<file path="src/rtl/pca_pkg.sv">
// pca_pkg: shared definitions for pipelined_chunk_adder.
//   nstages()   : number of pipeline stages for a WIDTH/CHUNK split
//   stage_ctl_t : per-stage control record (valid, registered slice carry,
//                 and operand sign bits when PIPELINED_CHUNK_ADDER_OVF_EN
//                 is defined)
package pca_pkg;

  function automatic int nstages(input int width, input int chunk);
    return (chunk > 0) ? (width / chunk) : 0;
  endfunction

  typedef struct packed {
    logic valid;
    logic carry;
`ifdef PIPELINED_CHUNK_ADDER_OVF_EN
    logic a_msb;
    logic b_msb;
`endif
  } stage_ctl_t;

endpackage

</file>
<file path="src/rtl/chunk_adder.sv">
// chunk_adder: combinational W-bit ripple adder built from chained full-adder
// cells (each full adder is two half adders plus an OR on the carries).
// Ports:
//   a_i, b_i : W-bit operands
//   cin_i    : carry into bit 0
//   sum_o    : W-bit sum
//   cout_o   : carry out of bit W-1
module chunk_adder #(
  parameter int W = 4
) (
  input  logic [W-1:0] a_i,
  input  logic [W-1:0] b_i,
  input  logic         cin_i,
  output logic [W-1:0] sum_o,
  output logic         cout_o
);

  logic [W:0] c;

  assign c[0] = cin_i;

  for (genvar i = 0; i < W; i++) begin : g_fa
    logic hs;
    logic hc1;
    logic hc2;
    assign hs       = a_i[i] ^ b_i[i];
    assign hc1      = a_i[i] & b_i[i];
    assign sum_o[i] = hs ^ c[i];
    assign hc2      = hs & c[i];
    assign c[i+1]   = hc1 | hc2;
  end

  assign cout_o = c[W];

endmodule

</file>
<file path="src/rtl/pipelined_chunk_adder.sv">
// pipelined_chunk_adder: WIDTH-bit a+b+cin split into CHUNK-bit ripple slices,
// one slice per pipeline stage, carry registered between stages.
// Optional build macro: PIPELINED_CHUNK_ADDER_OVF_EN adds the ovf output
// (two's-complement signed overflow, aligned with sum).
// Ports:
//   clk, rst_n           : clock, async active-low reset
//   in_valid / in_ready  : operand handshake (in_ready = global advance)
//   a, b, cin            : operands and carry-in
//   out_valid / out_ready: result handshake
//   sum, cout            : result modulo 2^WIDTH and carry out of the MSB
//   ovf                  : signed overflow (only with the macro defined)
module pipelined_chunk_adder
  import pca_pkg::*;
#(
  parameter int WIDTH = 16,
  parameter int CHUNK = 4
) (
  input  logic             clk,
  input  logic             rst_n,
  input  logic             in_valid,
  output logic             in_ready,
  input  logic [WIDTH-1:0] a,
  input  logic [WIDTH-1:0] b,
  input  logic             cin,
  output logic             out_valid,
  input  logic             out_ready,
  output logic [WIDTH-1:0] sum,
  output logic             cout
`ifdef PIPELINED_CHUNK_ADDER_OVF_EN
  ,
  output logic             ovf
`endif
);

  localparam int NSTAGES = nstages(WIDTH, CHUNK);

  if (CHUNK < 1 || (WIDTH % CHUNK) != 0 || NSTAGES < 1) begin : g_bad_cfg
    $error("pipelined_chunk_adder: WIDTH must be a non-zero multiple of CHUNK");
  end

  // One global advance: the whole pipe moves together or holds together,
  // so bubbles are kept rather than collapsed.
  logic adv;
  assign adv      = !out_valid | out_ready;
  assign in_ready = adv;

  stage_ctl_t       ctl_q [NSTAGES];
  logic [WIDTH-1:0] sum_q [NSTAGES];
  logic [WIDTH-1:0] a_q   [NSTAGES];
  logic [WIDTH-1:0] b_q   [NSTAGES];

  logic [CHUNK-1:0] ca [NSTAGES];
  logic [CHUNK-1:0] cb [NSTAGES];
  logic [CHUNK-1:0] cs [NSTAGES];
  logic             ci [NSTAGES];
  logic             co [NSTAGES];

  // Stage 0 slices the live inputs; stage k slices the operands carried in
  // stage k-1 and takes its registered carry.
  for (genvar k = 0; k < NSTAGES; k++) begin : g_slice
    if (k == 0) begin : g_first
      assign ca[k] = a[CHUNK-1:0];
      assign cb[k] = b[CHUNK-1:0];
      assign ci[k] = cin;
    end else begin : g_next
      assign ca[k] = a_q[k-1][k*CHUNK +: CHUNK];
      assign cb[k] = b_q[k-1][k*CHUNK +: CHUNK];
      assign ci[k] = ctl_q[k-1].carry;
    end

    chunk_adder #(.W(CHUNK)) u_chunk (
      .a_i   (ca[k]),
      .b_i   (cb[k]),
      .cin_i (ci[k]),
      .sum_o (cs[k]),
      .cout_o(co[k])
    );
  end

  always_ff @(posedge clk or negedge rst_n) begin
    if (!rst_n) begin
      for (int k = 0; k < NSTAGES; k++) begin
        ctl_q[k] <= '0;
        sum_q[k] <= '0;
        a_q[k]   <= '0;
        b_q[k]   <= '0;
      end
    end else if (adv) begin
      ctl_q[0].valid <= in_valid;
      ctl_q[0].carry <= co[0];
`ifdef PIPELINED_CHUNK_ADDER_OVF_EN
      ctl_q[0].a_msb <= a[WIDTH-1];
      ctl_q[0].b_msb <= b[WIDTH-1];
`endif
      sum_q[0] <= WIDTH'(cs[0]);
      a_q[0]   <= a;
      b_q[0]   <= b;
      for (int k = 1; k < NSTAGES; k++) begin
        ctl_q[k].valid <= ctl_q[k-1].valid;
        ctl_q[k].carry <= co[k];
`ifdef PIPELINED_CHUNK_ADDER_OVF_EN
        ctl_q[k].a_msb <= ctl_q[k-1].a_msb;
        ctl_q[k].b_msb <= ctl_q[k-1].b_msb;
`endif
        // Lower sum bits pass through; this stage's slice overrides its chunk.
        sum_q[k]                    <= sum_q[k-1];
        sum_q[k][k*CHUNK +: CHUNK]  <= cs[k];
        a_q[k]                      <= a_q[k-1];
        b_q[k]                      <= b_q[k-1];
      end
    end
  end

  assign out_valid = ctl_q[NSTAGES-1].valid;
  assign sum       = sum_q[NSTAGES-1];
  assign cout      = ctl_q[NSTAGES-1].carry;

`ifdef PIPELINED_CHUNK_ADDER_OVF_EN
  assign ovf = (ctl_q[NSTAGES-1].a_msb == ctl_q[NSTAGES-1].b_msb) &
               (sum_q[NSTAGES-1][WIDTH-1] != ctl_q[NSTAGES-1].a_msb);
`endif

endmodule
</file>
<file path="config.mk">
export PLATFORM = sky130hd
export DESIGN_NAME = pipelined_chunk_adder
export DESIGN_NICKNAME = d
export VERILOG_FILES = /design/src/rtl/pca_pkg.sv /design/src/rtl/chunk_adder.sv /design/src/rtl/pipelined_chunk_adder.sv
export SDC_FILE = /design/constraint.sdc
export NUM_CORES = 1
export LEC_CHECK = 0
export BUFFER_PORTS_ARGS = -buffer_cell sky130_fd_sc_hd__buf_2
export CORE_ASPECT_RATIO = 2
export CORE_MARGIN = 5
export CORE_UTILIZATION = 40
export CTS_BUF_LIST = sky130_fd_sc_hd__clkbuf_4 sky130_fd_sc_hd__clkbuf_8
export DETAILED_ROUTE_END_ITERATION = 6
export GPL_TIMING_DRIVEN = 0
export PLACE_DENSITY_LB_ADDON = 0.08
export SYNTH_ARGS = -nofsm -noshare
export SYNTH_HDL_FRONTEND = slang
export SYNTH_SLANG_ARGS = --single-unit
</file>
<file path="constraint.sdc">
create_clock -name clk -period 4.3 [get_ports clk]
set_clock_uncertainty 0.1 [all_clocks]
set_input_delay 0.215 -clock clk [delete_from_list [all_inputs] [get_ports clk]]
set_output_delay 0.215 -clock clk [all_outputs]
set_load 0.05 [all_outputs]
</file>
==> results by group, run 1 <==
Floorplanning
  – Core Region: 10,400 sq um
  – Placement Rows: between 50 and 60
  – Die width: slightly above 80 microns
  – Die Y: 155 microns
  – I/O pin count: 56
  – Starting Density: 0.403
  – Die area: around 13,000 sq um

Logic synthesis
  – Sequential area share after synthesis: 0.572
  – Syn Nets: 327
  – Syn Std Cell Area: 4200 sq um
  – Synth warnings: 0
  – Post-synth cell types: 13
  – Syn_area_per_cell: 15.3 sq um
  – Synthesized instance count: 274
  – Post-synthesis sequential element count: 96

Setup path
  – Buf/Inv on CP: 3
  – Worst path cell trace: inv_1 -> fa_1 -> inv_1 -> fa_1 -> fa_1 -> inv_1 -> fa_1 -> a21oi_1
  – CP top delay family: adder cells
  – Worst Path Required: 4.49 ns
  – CP max FO: 2
  – Startpoint types: flop
  – R2r endpoint: sum[15]
  – Worst r2r src: a_q[28]
  – R2R cell count: 8
  – R2r setup slk: 2.05 ns
  – CP peak stage delay: 0.41 ns
  – Crit-path slowest cell: fa_1
  – Arr. time, crit path: 2.43 ns
  – CP dominant cell by count: fa_1
  – CP Capture Type: flop
  – CP Class: flop to flop

Routing
  – Post-DR vias/cell: 4.40
  – Drc violations: 0
  – Drt total wl: ~7500 microns
  – DRT iter0 DRCs: 43
  – Post-route ant nets: 0
  – Avg WL per Cell: 14.8 microns
  – Drt pass-1 iters: 4
  – Vias: 2,230

Pwr
  – PD cells: 705 nW/um^2
  – Cell Int Power: 2.33 mW
  – NetSw: 1.28 mW
  – Flop pwr share: 0.420
  – Total power: 3.62 mW
  – Peak VDD IR: 0.000374 V
  – Leakage: 2.40 nW
  – Sw frac: 0.354
  – Combinational power share: 0.417
  – Clk network pwr share: 0.163

Global route
  – Initial antenna violation count: 0
  – Largest net degree at the start of global routing: 70
  – Vias in the first global route: 2,461
  – Total grt overflow: 0
  – Wire length of the first global-routing pass: 12,400 microns
  – GRT Total Usage: 0.133

Clocking
  – Root buf cell: clkbuf_8
  – Clock Sinks: 96
  – CTS buffer count: 9
  – Clock slew at reported path FFs: approximately 0.090 ns
  – Clock buffer depth: 2
  – Hold_buf cts: 26
  – CTS tree: done
  – H-tree levels: 3
  – Clk_lat worst skew: 0.36 ns
  – Setup Fix Bufs, Post-CTS: 0
  – Post-CTS Resized: 0

Min path
  – Hold Crit Class: input pin to flop
  – Hold_sp: out_ready
  – Worst hold path cell count: 3
  – Hold path endpoint: sum_q[27]

STA
  – Fin. Hold Viols: 0
  – Fmax: 445 MHz
  – Final Cycle Share: 0.523
  – Fin crit period: 2.25 ns
  – Final setup fails: 0
  – Actual slew at the worst max-slew pin: just under 0.4 ns
  – Slew HR: 0.736
  – Slew Viols, Final: 0
  – Setup TNS after final layout: 0 ns
  – RSZ-0062 raised after global routing: no

Outcome
  – Status: finished clean

Job
  – Max Cap Viol: 0

Placement
  – DP HPWL: 5280 microns
  – IO buf count: 54
  – Gpl congestion: around 0.72

Finish
  – Final #Nets: 419
  – Total of fill cells in the finished design: 928
  – Area Growth Syn to Fin: 22.1%
  – Antenna fix cells: 0
  – Fraction of layout cells with a size suffix above 1: 0.492
-- per-stage QoR --
stage               setup WS [ns]  hold slack [ns]  instance area (sq um)  instances  utilization
floorplan                    2.20           -0.181                   4200        274            -
global placement             1.93            0.347                   4640        465        0.446
detailed placement           2.05           0.0684                   4670        466        0.449
CTS                          1.97           0.0591                   5130        507        0.492
global route                 1.92           0.0678                   5130        507        0.492
finish                       2.05           0.0771                   5130        507        0.492
-- tightest hold or removal path, stage by stage --
cell,delay [ns]
buf_6,0.12
nor3b_1,0.06
a21oi_1,0.10
-- cells by family (layout without fill, tap and decap cells) --
group,Yosys count,after routing,synth area share
mux,86,86,0.243
flops,96,96,0.572
fa+ha+maj,16,16,0.0763
simple gates,11,11,0.0209
buf+inv,56,152,0.0769
compound gates,9,9,0.0107
-- worst max path at each step --
stage                    from   endpoint  slack [ns]  cells past startpoint
floorplan             a_q[28]    sum[15]        2.20                      8
global placement        rst_n    b_q[62]        1.93                      1
detailed placement    a_q[40]  sum_q[27]        2.05                      8
CTS                 out_valid   in_ready        1.97                      6
global route        out_valid   in_ready        1.92                      6
finish                a_q[28]    sum[15]        2.05                      8
-- Yosys cell counts --
cell type | number | share of area
nand2b_1 | 1 | 0.0015
inv_1 | 28 | 0.025
buf_6 | 6 | 0.016
mux2_4 | 15 | 0.054
dfrtp_1 | 96 | 0.57
buf_2 | 6 | 0.0072
nand2b_4 | 1 | 0.0033
mux2_2 | 68 | 0.18
buf_4 | 16 | 0.029
nor3b_1 | 9 | 0.016
fa_1 | 16 | 0.076
a21oi_1 | 9 | 0.011
mux2i_1 | 3 | 0.0072
-- layout make-up --
cell class,instances,area (sq um),area share
inverter,28,105,0.0205
sequential,96,2400,0.469
clock buffer,12,153,0.0298
multi-input combinational,122,1470,0.288
timing repair buffer,81,561,0.109
tap,137,171,0.0334
clock inverter,3,42.5,0.00830
buffer,28,218,0.0425
-- per-layer routing --
metal / routed length, microns / track usage / vias up
li1: - / - / 1066
met1: 3110 / 0.163 / 1111
met2: 3900 / 0.217 / 43
met3: 326 / 0.0348 / 10
met4: 148 / 0.0547 / 0
met5: 0 / 0 / -
-- state kept, by name, summed over array words and instances (netlist names) --
register	count
a_q	24
b_q	24
ci	3
cout	1
ctl_q	3
out_valid	1
sum	16
sum_q	24
-- power groups by stage --
stage	combinational (mW)	clock, mW	sequential, mW
detailed placement	1.52	0	1.55
finish	1.51	0.590	1.52
global placement	1.49	0	1.54
CTS	1.54	0.616	1.53
floorplan	1.21	0	1.49
global route	1.65	0.654	1.57
-- placed cells by master, fill, tap and decap left out, types with 3 or more instances in the layout --
cell / count
mux2i_1: 3
mux2_4: 15
clkbuf_8: 10
nor3b_1: 9
buf_4: 17
a21oi_1: 9
mux2_2: 68
inv_1: 28
dlygate4sd3_1: 26
dfrtp_1: 96
buf_2: 59
fa_1: 16
buf_6: 6
Power figures use the tool's default switching activity.
==> run 2: changes to the inputs <==
Clock period 4.3 ns to 2.3 ns, I/O delays scaled along.
==> results by group, run 2 (same netlist as run 1, synthesis figures left out) <==
Routing
  – Drc violations: 0 (unchanged)
  – Drt total wl: 7530 microns (+0.53%)
  – DRT iter0 DRCs: 44 (+2.3%)
  – Post-DR vias/cell: 4.41 (+0.25%)
  – Vias: 2,240 (+0.45%)
  – Drt pass-1 iters: 4 (unchanged)
  – Post-route ant nets: 0 (unchanged)
  – Avg WL per Cell: 14.8 microns (+0.34%)

STA
  – Setup TNS after final layout: 0 ns (unchanged)
  – Fin. Hold Viols: 0 (unchanged)
  – RSZ-0062 raised after global routing: no
  – Hold WS: 0.0620 ns (-0.0152 ns)
  – Actual slew at the worst max-slew pin: 0.395 ns (-0.00131 ns)
  – Fmax: 460 MHz (+3.4%)
  – Fin crit period: 2.17 ns (-0.0741 ns)
  – Final setup fails: 0 (unchanged)
  – Final Cycle Share: 0.945 (+0.422)
  – Slew HR: 0.737 (+0.000874)
  – Slew Viols, Final: 0 (unchanged)

Outcome
  – Status: finished clean

Clocking
  – CTS buffer count: 9 (unchanged)
  – Root buf cell: clkbuf_8
  – Clk_lat worst skew: 0.36 ns (about the same)
  – H-tree levels: 3 (unchanged)
  – Clock Sinks: 96 (unchanged)
  – Clock buffer depth: 2 (unchanged)
  – CTS tree: done
  – Setup Fix Bufs, Post-CTS: 0 (unchanged)
  – Clock slew at reported path FFs: 0.09 ns (about the same)

Global route
  – Largest net degree at the start of global routing: 70 (unchanged)
  – Wire length of the first global-routing pass: 12,400 microns (+0.16%)
  – Initial antenna violation count: 0 (unchanged)
  – GRT Total Usage: 0.133 (+0.000237)
  – Vias in the first global route: 2,469 (+0.33%)
  – Total grt overflow: 0 (unchanged)

Finish
  – Fraction of layout cells with a size suffix above 1: 0.512 (+0.0202)
  – Top flop regs: a_q: 24 flops, b_q: 24 flops, sum_q: 24 flops
  – Most common cell after layout, fill and taps aside: dfrtp_1
  – Commonest non-fill, non-tap cells in the layout: dfrtp_1, mux2_2, buf_2, dlygate4sd3_1, inv_1
  – Final #Nets: 420 (+0.24%)
  – Final Util: 0.495 (+0.00216)
  – Antenna fix cells: 0 (unchanged)
  – Area Growth Syn to Fin: 22.6%

Floorplanning
  – Die Y: 155 microns (unchanged)
  – Die area: 12,800 sq um (unchanged)
  – Die width: 82.5 microns (unchanged)
  – Placement Rows: 53 (unchanged)
  – Core Region: 10,400 sq um (unchanged)
  – Starting Density: 0.403 (unchanged)
  – I/O pin count: 56 (unchanged)

Pwr
  – Peak VDD IR: 0.000701 V (+87%)
  – PD cells: 1320 nW/um^2 (+87%)
  – Leakage: 2.40 nW (-0.13%)
  – Total power: 6.80 mW (+88%)

Setup path
  – CP max FO: 2 (unchanged)
  – Startpoint types: flop
  – CP Class: flop to flop
  – Arr. time, crit path: 2.37 ns (-0.06 ns)
  – CP Capture Type: flop
  – Worst Path Required: 2.49 ns (-2.00 ns)
  – R2r setup slk: 0.13 ns (-1.93 ns)

Placement
  – Gpl congestion: 0.724 (unchanged)
  – DP HPWL: 5280 microns (unchanged)
  – IO buf count: 54 (unchanged)

Min path
  – Hold Crit Class: input pin to flop

Job
  – Max Cap Viol: 0 (unchanged)
==> run 2: power by group <==
group	total (mW)	internal [mW]	switching, mW	leakage, nW
clock network	1.11	0.550	0.556	0.0993
logic	2.84	1.41	1.43	1.19
registers	2.85	2.42	0.424	1.11
==> run 2: worst max-delay path, cell delays in order (launching register included) <==
cell and delay (ns):
dfrtp_1 0.38, inv_1 0.08, fa_1 0.16, inv_1 0.05
fa_2 0.35, fa_1 0.37, inv_1 0.08, fa_1 0.40
a21oi_1 0.12
==> run 2: metrics by stage <==
stage	cells	setup slack (ns)	cell area, sq um
floorplan	274	0.203	4200
global placement	465	0.0260	4640
detailed placement	466	0.0515	4670
finish	508	0.126	5150
global route	508	0.00218	5150
CTS	508	0.0288	5140
==> run 2: worst paths after layout <==
kind | startpoint | to | cells past startpoint
max | a_q[40] | sum_q[27] | 8
min | cin | sum_q[48] | 4
max reg2reg | a_q[40] | sum_q[27] | 8
min reg2reg | ctl_q[3] | out_valid | 1
max in group asynchronous | rst_n | cout | 3
min in group asynchronous | rst_n | sum[0] | 2
==> run 2: final cells by class <==
type,count,area [sq um]
clock inverter,3,42.5
timing repair buffer,82,571
buffer,28,218
tap,137,171
inverter,28,105
sequential,96,2400
clock buffer,12,153
fill,925,5260
multi-input combinational,122,1490
==> run 2: what timing repair did <==
action	CTS	global route
endpoints found under the setup margin	0	3
endpoints found under the hold margin	130	0
hold buffers	27	0
resized for setup	0	8
==> run 2: metal layers <==
layer | track usage | share of wire | vias to the layer above
met5 | 0 | 0 | -
met4 | 0.0547 | 0.020 | 0
met3 | 0.0348 | 0.043 | 10
met2 | 0.217 | 0.52 | 42
met1 | 0.163 | 0.42 | 1119
li1 | - | - | 1069
